<file path="config.mk">
export PLATFORM = sky130hd
export DESIGN_NAME = risc16_imem_loader
export DESIGN_NICKNAME = d
export VERILOG_FILES = /design/src/rtl/risc16_imem_loader.sv
export SDC_FILE = /design/constraint.sdc
export NUM_CORES = 1
export LEC_CHECK = 0
export CAP_MARGIN = 10
export CORE_AREA = 2 2 70 105
export CTS_CLUSTER_DIAMETER = 60
export DETAILED_ROUTE_END_ITERATION = 8
export DIE_AREA = 0 0 72 107
export PLACE_DENSITY_LB_ADDON = 0.2
export SLEW_MARGIN = 30
export SYNTH_ARGS = -nofsm -noshare
export SYNTH_HDL_FRONTEND = slang
export SYNTH_SLANG_ARGS = --single-unit
</file>
<file path="constraint.sdc">
create_clock -name clk -period 2.9 [get_ports clk]
set_input_delay 0.87 -clock clk [delete_from_list [all_inputs] [get_ports clk]]
set_output_delay 0.87 -clock clk [all_outputs]
set_load 0.02 [all_outputs]
</file>
<file path="src/rtl/risc16_imem_loader.sv">
`default_nettype none
// ============================================================================
//  Module      : risc16_imem_loader
//  Description : Boot-time program loader for the RiSC-16 core. It receives a
//                framed byte stream over a valid/ready handshake and packs the
//                bytes into 16-bit instruction words. Each word is written to
//                instruction memory in order, starting at address 0. The core
//                is held in reset until a whole frame has loaded and its
//                checksum matches.
//  Frame       : LEN_HI, LEN_LO (word count N), N x {WORD_HI, WORD_LO}, CHK
//                All fields are big-endian. CHK is the XOR of the 2N payload
//                bytes.
//  Ports       :
//    clk          in   rising-edge clock
//    reset_n      in   asynchronous active-low reset
//    start        in   1-cycle pulse, begins a frame (IDLE/RUN/ERROR only)
//    in_valid     in   byte-stream valid
//    in_data      in   byte-stream data [7:0]
//    in_ready     out  loader accepts in_data this cycle
//    imem_we      out  instruction-memory write strobe, 1 cycle per word
//    imem_addr    out  write address [ADDR_W-1:0]
//    imem_wdata   out  write data [15:0]
//    core_reset   out  active-high reset to the core (registered)
//    done         out  frame loaded, checksum OK, core released
//    error        out  frame rejected (checksum mismatch or oversize)
//  Revision    : 1.0  initial release
// ============================================================================
module risc16_imem_loader #(
    parameter int DEPTH  = 256,
    parameter int ADDR_W = 16
) (
    input  logic              clk,
    input  logic              reset_n,
    input  logic              start,
    input  logic              in_valid,
    input  logic [7:0]        in_data,
    output logic              in_ready,
    output logic              imem_we,
    output logic [ADDR_W-1:0] imem_addr,
    output logic [15:0]       imem_wdata,
    output logic              core_reset,
    output logic              done,
    output logic              error
);

    // The counter only has to reach DEPTH, because a larger N is refused
    // before any payload byte is taken.
    localparam int CNT_W = $clog2(DEPTH + 1);

    typedef enum logic [2:0] {
        S_IDLE    = 3'd0,
        S_LEN_HI  = 3'd1,
        S_LEN_LO  = 3'd2,
        S_DATA_HI = 3'd3,
        S_DATA_LO = 3'd4,
        S_CHECK   = 3'd5,
        S_RUN     = 3'd6,
        S_ERROR   = 3'd7
    } state_t;

    state_t             state;
    state_t             state_next;
    logic [15:0]        len;
    logic [7:0]         hi_byte;
    logic [CNT_W-1:0]   count;
    logic [7:0]         chk;
    logic               xfer;
    logic [15:0]        len_full;
    logic               last_word;

    assign xfer      = in_valid && in_ready;
    // In LEN_LO the low byte is still on the bus, so N is formed from it here.
    assign len_full  = {len[15:8], in_data};
    // count holds the index of the word now being received.
    assign last_word = ((16'(count) + 16'd1) == len);

    always_ff @(posedge clk or negedge reset_n) begin
        if (!reset_n) begin
            state <= S_IDLE;
        end else begin
            state <= state_next;
        end
    end

    always_comb begin
        state_next = state;
        in_ready   = 1'b0;
        case (state)
            S_IDLE: begin
                if (start) state_next = S_LEN_HI;
            end
            S_LEN_HI: begin
                in_ready = 1'b1;
                if (xfer) state_next = S_LEN_LO;
            end
            S_LEN_LO: begin
                in_ready = 1'b1;
                if (xfer) begin
                    if ({1'b0, len_full} > 17'(DEPTH)) state_next = S_ERROR;
                    else if (len_full == 16'd0)        state_next = S_CHECK;
                    else                               state_next = S_DATA_HI;
                end
            end
            S_DATA_HI: begin
                in_ready = 1'b1;
                if (xfer) state_next = S_DATA_LO;
            end
            S_DATA_LO: begin
                in_ready = 1'b1;
                if (xfer) state_next = last_word ? S_CHECK : S_DATA_HI;
            end
            S_CHECK: begin
                in_ready = 1'b1;
                if (xfer) state_next = (in_data == chk) ? S_RUN : S_ERROR;
            end
            S_RUN: begin
                if (start) state_next = S_LEN_HI;
            end
            S_ERROR: begin
                if (start) state_next = S_LEN_HI;
            end
            default: state_next = S_IDLE;
        endcase
    end

    // Status outputs are registered from the next state so that core_reset
    // only changes on a clock edge and is never a decode glitch.
    always_ff @(posedge clk or negedge reset_n) begin
        if (!reset_n) begin
            core_reset <= 1'b1;
            done       <= 1'b0;
            error      <= 1'b0;
        end else begin
            core_reset <= (state_next != S_RUN);
            done       <= (state_next == S_RUN);
            error      <= (state_next == S_ERROR);
        end
    end

    always_ff @(posedge clk or negedge reset_n) begin
        if (!reset_n) begin
            len        <= 16'd0;
            hi_byte    <= 8'd0;
            count      <= '0;
            chk        <= 8'd0;
            imem_we    <= 1'b0;
            imem_addr  <= '0;
            imem_wdata <= 16'd0;
        end else begin
            imem_we <= 1'b0;
            case (state)
                S_IDLE, S_RUN, S_ERROR: begin
                    if (start) begin
                        count     <= '0;
                        chk       <= 8'd0;
                        imem_addr <= '0;
                    end
                end
                S_LEN_HI: begin
                    if (xfer) len[15:8] <= in_data;
                end
                S_LEN_LO: begin
                    if (xfer) len[7:0] <= in_data;
                end
                S_DATA_HI: begin
                    if (xfer) begin
                        hi_byte <= in_data;
                        chk     <= chk ^ in_data;
                    end
                end
                S_DATA_LO: begin
                    // The write is issued one cycle after the low byte
                    // arrives, using the index captured at that moment.
                    if (xfer) begin
                        chk        <= chk ^ in_data;
                        imem_we    <= 1'b1;
                        imem_wdata <= {hi_byte, in_data};
                        imem_addr  <= ADDR_W'(count);
                        count      <= count + 1'b1;
                    end
                end
                default: ;
            endcase
        end
    end

endmodule
`default_nettype wire

</file>
Word level (Yosys, flattened, before mapping)
Index checks and enable logic that the tools add are counted.
- register bits: 80
- logic and storage cells: 68
- input bits: 12
- output and inout port bits: 37
- reduce and logical (&&, ||, !) cells: 14
- equal/unequal tests: 15
- order comparisons: 1
- add/sub/neg operators: 2
- multiplexer cells: 23
- bitwise operators: 1
- operator list (operator ; number):
    two-way mux 16 bit ; 2
    one-hot mux 16 bit (2 select lines) ; 1
    two-way mux 3 bit ; 9
    equality test 3 bit (second input constant) ; 6
    two-way mux 9 bit ; 2
    one-hot mux 3 bit (6 select lines) ; 1
    one-hot mux 9 bit (2 select lines) ; 1
    equality test 10 x 16 -> 1 bit ; 1
    > comparator 16 x 9 -> 1 bit (second input constant) ; 1
    logical NOT 16 bit ; 1
    two-way mux 8 bit ; 2
    one-hot mux 8 bit (2 select lines) ; 1
    adder 9 x 1 -> 10 bit (second input constant) ; 1
    adder 9 x 1 -> 9 bit (second input constant) ; 1
    equality test 8 bit ; 1
    AND reduction 2 bit ; 4
    bitwise XOR 8 bit ; 1
    equality test 3 x 2 -> 1 bit (second input constant) ; 2
    AND reduction 3 bit ; 2
    OR reduction 5 bit ; 1
    two-way mux 1 bit ; 4
    != test 2 x 1 -> 1 bit (second input constant) ; 2
    nonzero test 2 bit ; 2
    equality test 3 x 1 -> 1 bit (second input constant) ; 1
    6 further kinds ; 6

Longest topological paths before layout
- depth after elaboration: 7
- mapped depth: 9
- depth with buffers taken out: 7

Least setup slack after synthesis
No wires, ideal clock.
- kind: input to register
- start: input port in_data[5]
- end: register error
- buffers on the path: 1
- arrival time: 2.445 ns
- stages on the path: 7
- library setup time: 0.065 ns
- slack: 0.390 ns
- path through: clkbuf_1 -> or4_1 -> or3_1 -> a31oi_1 -> a211oi_1 -> o21ba_2 -> o21a_1
- cells in the longest elaborated chain, start to end: 6
- ends and longest elaborated chain (what ; line ; text):
    start, declared ; 36 ; input logic [7:0] in_data,
    branches (longest 4 deep; another with > comparator 16 x 9 -> 1 bit) ; -- ;
    one-hot mux 3 bit (6 select lines) (*) ; 88 ; case (state)
    equality test 3 bit (*) ; 136 ; error <= (state_next == S_ERROR);
    end signal, assigned ; 136 ;
    end, declared ; 43 ; output logic error
Mark *: on every way between the ends.
A chain may end at the register's enable or synchronous reset.

Final worst setup path
- start: register state[2]
- end: output port in_ready
- cells in the longest elaborated chain, start to end: 3
- ends and longest elaborated chain (what ; line ; text):
    start, declared ; 61 ; state_t state;
    start signal, assigned ; 81 ; state <= state_next;
    equality test 3 bit, or another cell as far along ; 88 ;
    OR reduction 5 bit (no line) (*) ; -- ;
    two-way mux 1 bit (*) ; 88 ;
    end, declared ; 37 ; output logic in_ready,
Mark *: on every way between the ends. The rest lies on a longest branch, timed or not.

==> results <==
- The run finished with clean final reports.
- The number of global-route vias before repair was ~2800.
- The first-pass GRT wire length is between 10000 and 15000 um.
- For this configuration, the core starts out at a cell density of ~53%.
- Global routing finished with a remaining overflow of 0.
- The post-route netlist has 16.51% of its cells at a drive strength greater than 1.
- The count of pins over their slew limit is 0.
- Summing the areas of all and, or, nand and nor instances in the mapped netlist gives approximately 18% of the synthesized area.
- The total routed wirelength is 8175 um.
- For this run, the post-layout net count is 433.
- The CTS H-tree depth is 3.
- Prior to clock tree synthesis, the placed netlist has a worst setup slack of -0.1292 ns.
- The signal on the critical path passes through buf_4 > nor3_2 > or2_2 > clkdlybuf4s50_1.
- The launch point of the worst reg-to-reg path is count[0].
- In the routed layout, each cell is associated on average with a via count of just under 6.
- The headroom to the max-slew limit is 52.92%.
- Counting flops with a built-in enable in the synthesized netlist gives 0.
- The die outline width is approximately 70 um.
- Data on the critical path arrives at its endpoint at 1.90 ns.
- The tree is rooted in a sky130_fd_sc_hd__clkbuf_8.
- The top fanout value on the critical path is 15.
- The floorplan step defined a die boundary enclosing 7704 um^2.
- The worst hold path belongs to the class reg -> reg.
- The routed via count is just under 3000.
- Hold timing on the final database bottoms out at a slack of roughly 0.47 ns.
- After detailed routing, the average wire length per cell comes to 16.28 um.
- The remaining design rule violation count is 0.
- The achievable clock frequency is roughly 360 MHz.
- The worst setup path is captured at an output pin.
- Across all register-to-register paths, the minimum setup slack is around 0.48 ns.
- The first-iteration detailed-routing DRC count is roughly 200.
- The area share of xor/xnor cells in the synthesized design is 5.076%.
- The cell count after placement is approximately 490.
- Leaving out fill and tap cells, the most frequent cells in the layout are sky130_fd_sc_hd__dfrtp_1 (72), sky130_fd_sc_hd__nand2_1 (62), sky130_fd_sc_hd__clkdlybuf4s50_1 (40).
- The signed area change from the synthesized netlist to the final layout is 22.24%.
- The HPWL after detailed placement is approximately 5700 um.
- The async set-or-reset flop fraction in the synthesized netlist is between 90% and 100%.
- The synthesized netlist devotes 14.16% of its cell area to compound gates.
- The reg-to-reg critical path endpoint is state[1].
- The tool flagged a number of max-cap violations equal to 0.
- The synthesized area per cell is between 9 and 10 um^2.
- The portion of synthesized area spent on multiplexers is 7.459%.
- The met3 capacity usage during global routing is about 4.8%.
- The origin of the worst setup path is state[2].
- Buffers inserted during clock tree synthesis total 9.
- The maximum number of pins on one net before global-route repair is 50.
- The number of antenna violations at the first check in global routing is 0.
- Once layout is complete, the cells apart from fillers number around 500.
- The delay contributed by the slowest stage of the critical path is a little under 0.6 ns.
- Clock tree synthesis found a total of 73 sinks.
- After layout, the worst setup slack is approximately 0.13 ns.
- The smallest clock period supported by the final layout is computed as between 2 and 3 ns.
- The power density relative to cell area is slightly below 1000 nW/um^2.
- At the pin with the least slew margin, the transition time is approximately 0.71 ns.
- The CTS tree is done.
- After synthesis, the largest family of logic cells by area is simple AND/OR/NAND/NOR gates.
- The final worst-path cycle share is approximately 95%.
- Between clock sinks in the finished design, the worst skew comes to 0.006384 ns.
- The mapped netlist covers around 3600 um^2.
- The met2 capacity usage during global routing is between 40 and 50%.
- The most critical setup path has its endpoint at in_ready.
- Pin placement for this block handled 49 I/O pins.
- The placer congestion estimate is around 0.89.
- The Yosys step of the flow raised 0 warnings.
- The number of buffers between clock root and the deepest sink is 2.
- The largest individual stage delay along the critical path comes from the cell sky130_fd_sc_hd__clkdlybuf4s50_1.
- The peak ir drop on the vdd network is between 0.5 and 0.6 mV.
- The static leakage power is ~2.0 nW.
- The die extent in y is 107 um.
- The number of fill cells in the layout is approximately 570.
- The number of nets with antenna violations after detailed routing is 0.
- The final hold violation count is 0.
- The later pin in the worst-skew pair is clocked with a latency of around 0.36 ns.
- The sequential cell area fraction in the yosys report is between 50% and 60%.
- The port buffer count is 41.
- The worst register-to-register path has a depth of 7.
- The utilization of the core after routing is between 60 and 70%.
- The core area is slightly below 7000 um^2.
- Setup repair after global routing left no endpoint under its margin.
- The netlist uses 49 different library cells.
- Data on the critical path is required at its endpoint by 2.03 ns.
- Leaving out fill and tap cells, the most frequent cell in the layout is sky130_fd_sc_hd__dfrtp_1.
- Setup violations remaining at the end of the flow were counted as 0.
- The post-synthesis register bit count is 73.
- The leading register cell type out of synthesis is sky130_fd_sc_hd__dfrtp_1.
- The first detailed-routing pass took 4 iterations.
- The multi-input combinational cells in the finished layout cover a total of 1668 um^2.
- The critical path is of the reg -> out type.
- The total number of placement rows is 37.
- The worst setup path is launched from a flip-flop.
- met2 is the most crowded layer.
- Hold repair after CTS inserted 0 buffers.
- The cell count after synthesis came out at approximately 370.
- The antenna diode count is 0.
- The post-synthesis share of cell area spent on full adders, half adders and majority gates is less than 1%.
- The post-layout total power is around 4.4 mW.
- The global routing usage summed across all routing layers is between 20 and 25%.
- The quantity of gates resized following cts is 0.
- The total setup buffers inserted after CTS is 0.
- Global routing consumed, on the met1 layer, between 20% and 30% of the routing resources.
- The sequential cells in the finished layout cover a total of 1828 um^2.
- The clock slew at the register clock pins of the worst setup and hold paths is 0.08 ns.
-- how the worst min path moves through the flow --
stage	startpoint	endpoint	slack, ns	cells after the start
detailed placement	hi_byte[7]	imem_wdata[15]	0.46	2
finish	hi_byte[5]	imem_wdata[13]	0.47	2
global placement	hi_byte[3]	imem_wdata[11]	0.45	2
CTS	hi_byte[5]	imem_wdata[13]	0.48	2
floorplan	hi_byte[2]	imem_wdata[10]	0.43	2
global route	hi_byte[0]	imem_wdata[8]	0.51	2
-- metal layers --
| metal | vias to the layer above | part of all wire (%) |
|---|---|---|
| li1 | 1372 | - |
| met1 | 1434 | 42 |
| met2 | 86 | 52 |
| met3 | 12 | 4.3 |
| met4 | 0 | 1.4 |
| met5 | - | 0 |
-- area by class of cell --
class | count | share of cell area [%]
clock inverters | 7 | 2.825
flip-flops and latches | 73 | 41.27
inverters | 5 | 0.4237
well taps | 78 | 2.203
repair buffers | 61 | 12.82
clock buffers | 9 | 2.797
multi-input cells | 269 | 37.66
-- Yosys cell counts (2+ instances only) --
cell type | n | area share [%]
sky130_fd_sc_hd__a211o_1 | 2 | 0.48
sky130_fd_sc_hd__a21o_1 | 2 | 0.41
sky130_fd_sc_hd__a21oi_1 | 7 | 0.97
sky130_fd_sc_hd__a221o_1 | 2 | 0.55
sky130_fd_sc_hd__a22o_1 | 9 | 2.2
sky130_fd_sc_hd__a31oi_1 | 3 | 0.52
sky130_fd_sc_hd__and2_1 | 3 | 0.52
sky130_fd_sc_hd__and3_1 | 2 | 0.35
sky130_fd_sc_hd__buf_4 | 10 | 2.1
sky130_fd_sc_hd__clkbuf_1 | 14 | 1.5
sky130_fd_sc_hd__dfrtp_1 | 72 | 50
sky130_fd_sc_hd__ha_1 | 2 | 0.69
sky130_fd_sc_hd__inv_1 | 4 | 0.41
sky130_fd_sc_hd__mux2_2 | 24 | 7.5
sky130_fd_sc_hd__nand2_1 | 62 | 6.4
sky130_fd_sc_hd__nand2b_1 | 10 | 1.7
sky130_fd_sc_hd__nand3_1 | 7 | 0.97
sky130_fd_sc_hd__nand4_1 | 6 | 1.0
sky130_fd_sc_hd__nor2_1 | 22 | 2.3
sky130_fd_sc_hd__nor2b_1 | 4 | 0.69
sky130_fd_sc_hd__nor3_1 | 7 | 0.97
sky130_fd_sc_hd__o21a_1 | 3 | 0.62
sky130_fd_sc_hd__o21ai_0 | 34 | 4.7
sky130_fd_sc_hd__o221ai_1 | 2 | 0.48
sky130_fd_sc_hd__o31ai_1 | 4 | 0.83
sky130_fd_sc_hd__o41ai_1 | 2 | 0.48
sky130_fd_sc_hd__or2_2 | 3 | 0.52
sky130_fd_sc_hd__or3_1 | 2 | 0.35
sky130_fd_sc_hd__or4_1 | 4 | 0.83
sky130_fd_sc_hd__xnor2_1 | 17 | 4.1
sky130_fd_sc_hd__xor2_1 | 4 | 0.97
-- metrics by stage --
stage | setup TNS (ns) | cell area, um^2
after global routing | 0 | 4429
after detailed placement | -0.2684 | 4175
after CTS | 0 | 4424
after global placement | -0.05848 | 4175
final | 0 | 4429
after floorplan | 0 | 3646
-- worst max-delay path: cells and delay by family, from the launching register on --
kind | cells | cell delay [ns]
AND/OR/NAND/NOR | 2 | 0.38
flip-flops | 1 | 0.39
buffers and inverters | 2 | 0.78
-- logic make-up after synthesis --
kind of cell	count (synthesis)
flops	73
fa+ha+maj	2
simple gates	137
other cells	1
buf+inv	31
mux	24
xor+xnor	21
compound gates	78
-- state kept, by name, indices dropped and copies added (netlist names) --
register / cells
chk: 8
core_reset: 1
count: 9
done: 1
error: 1
hi_byte: 8
imem_addr: 9
imem_wdata: 16
imem_we: 1
len: 16
state: 3
-- report_power, final --
group	internal (mW)	switching (mW)
combinational	0.858	0.983
clock	0.580	0.402
sequential	1.36	0.216
(Power assumes the default switching activity.)
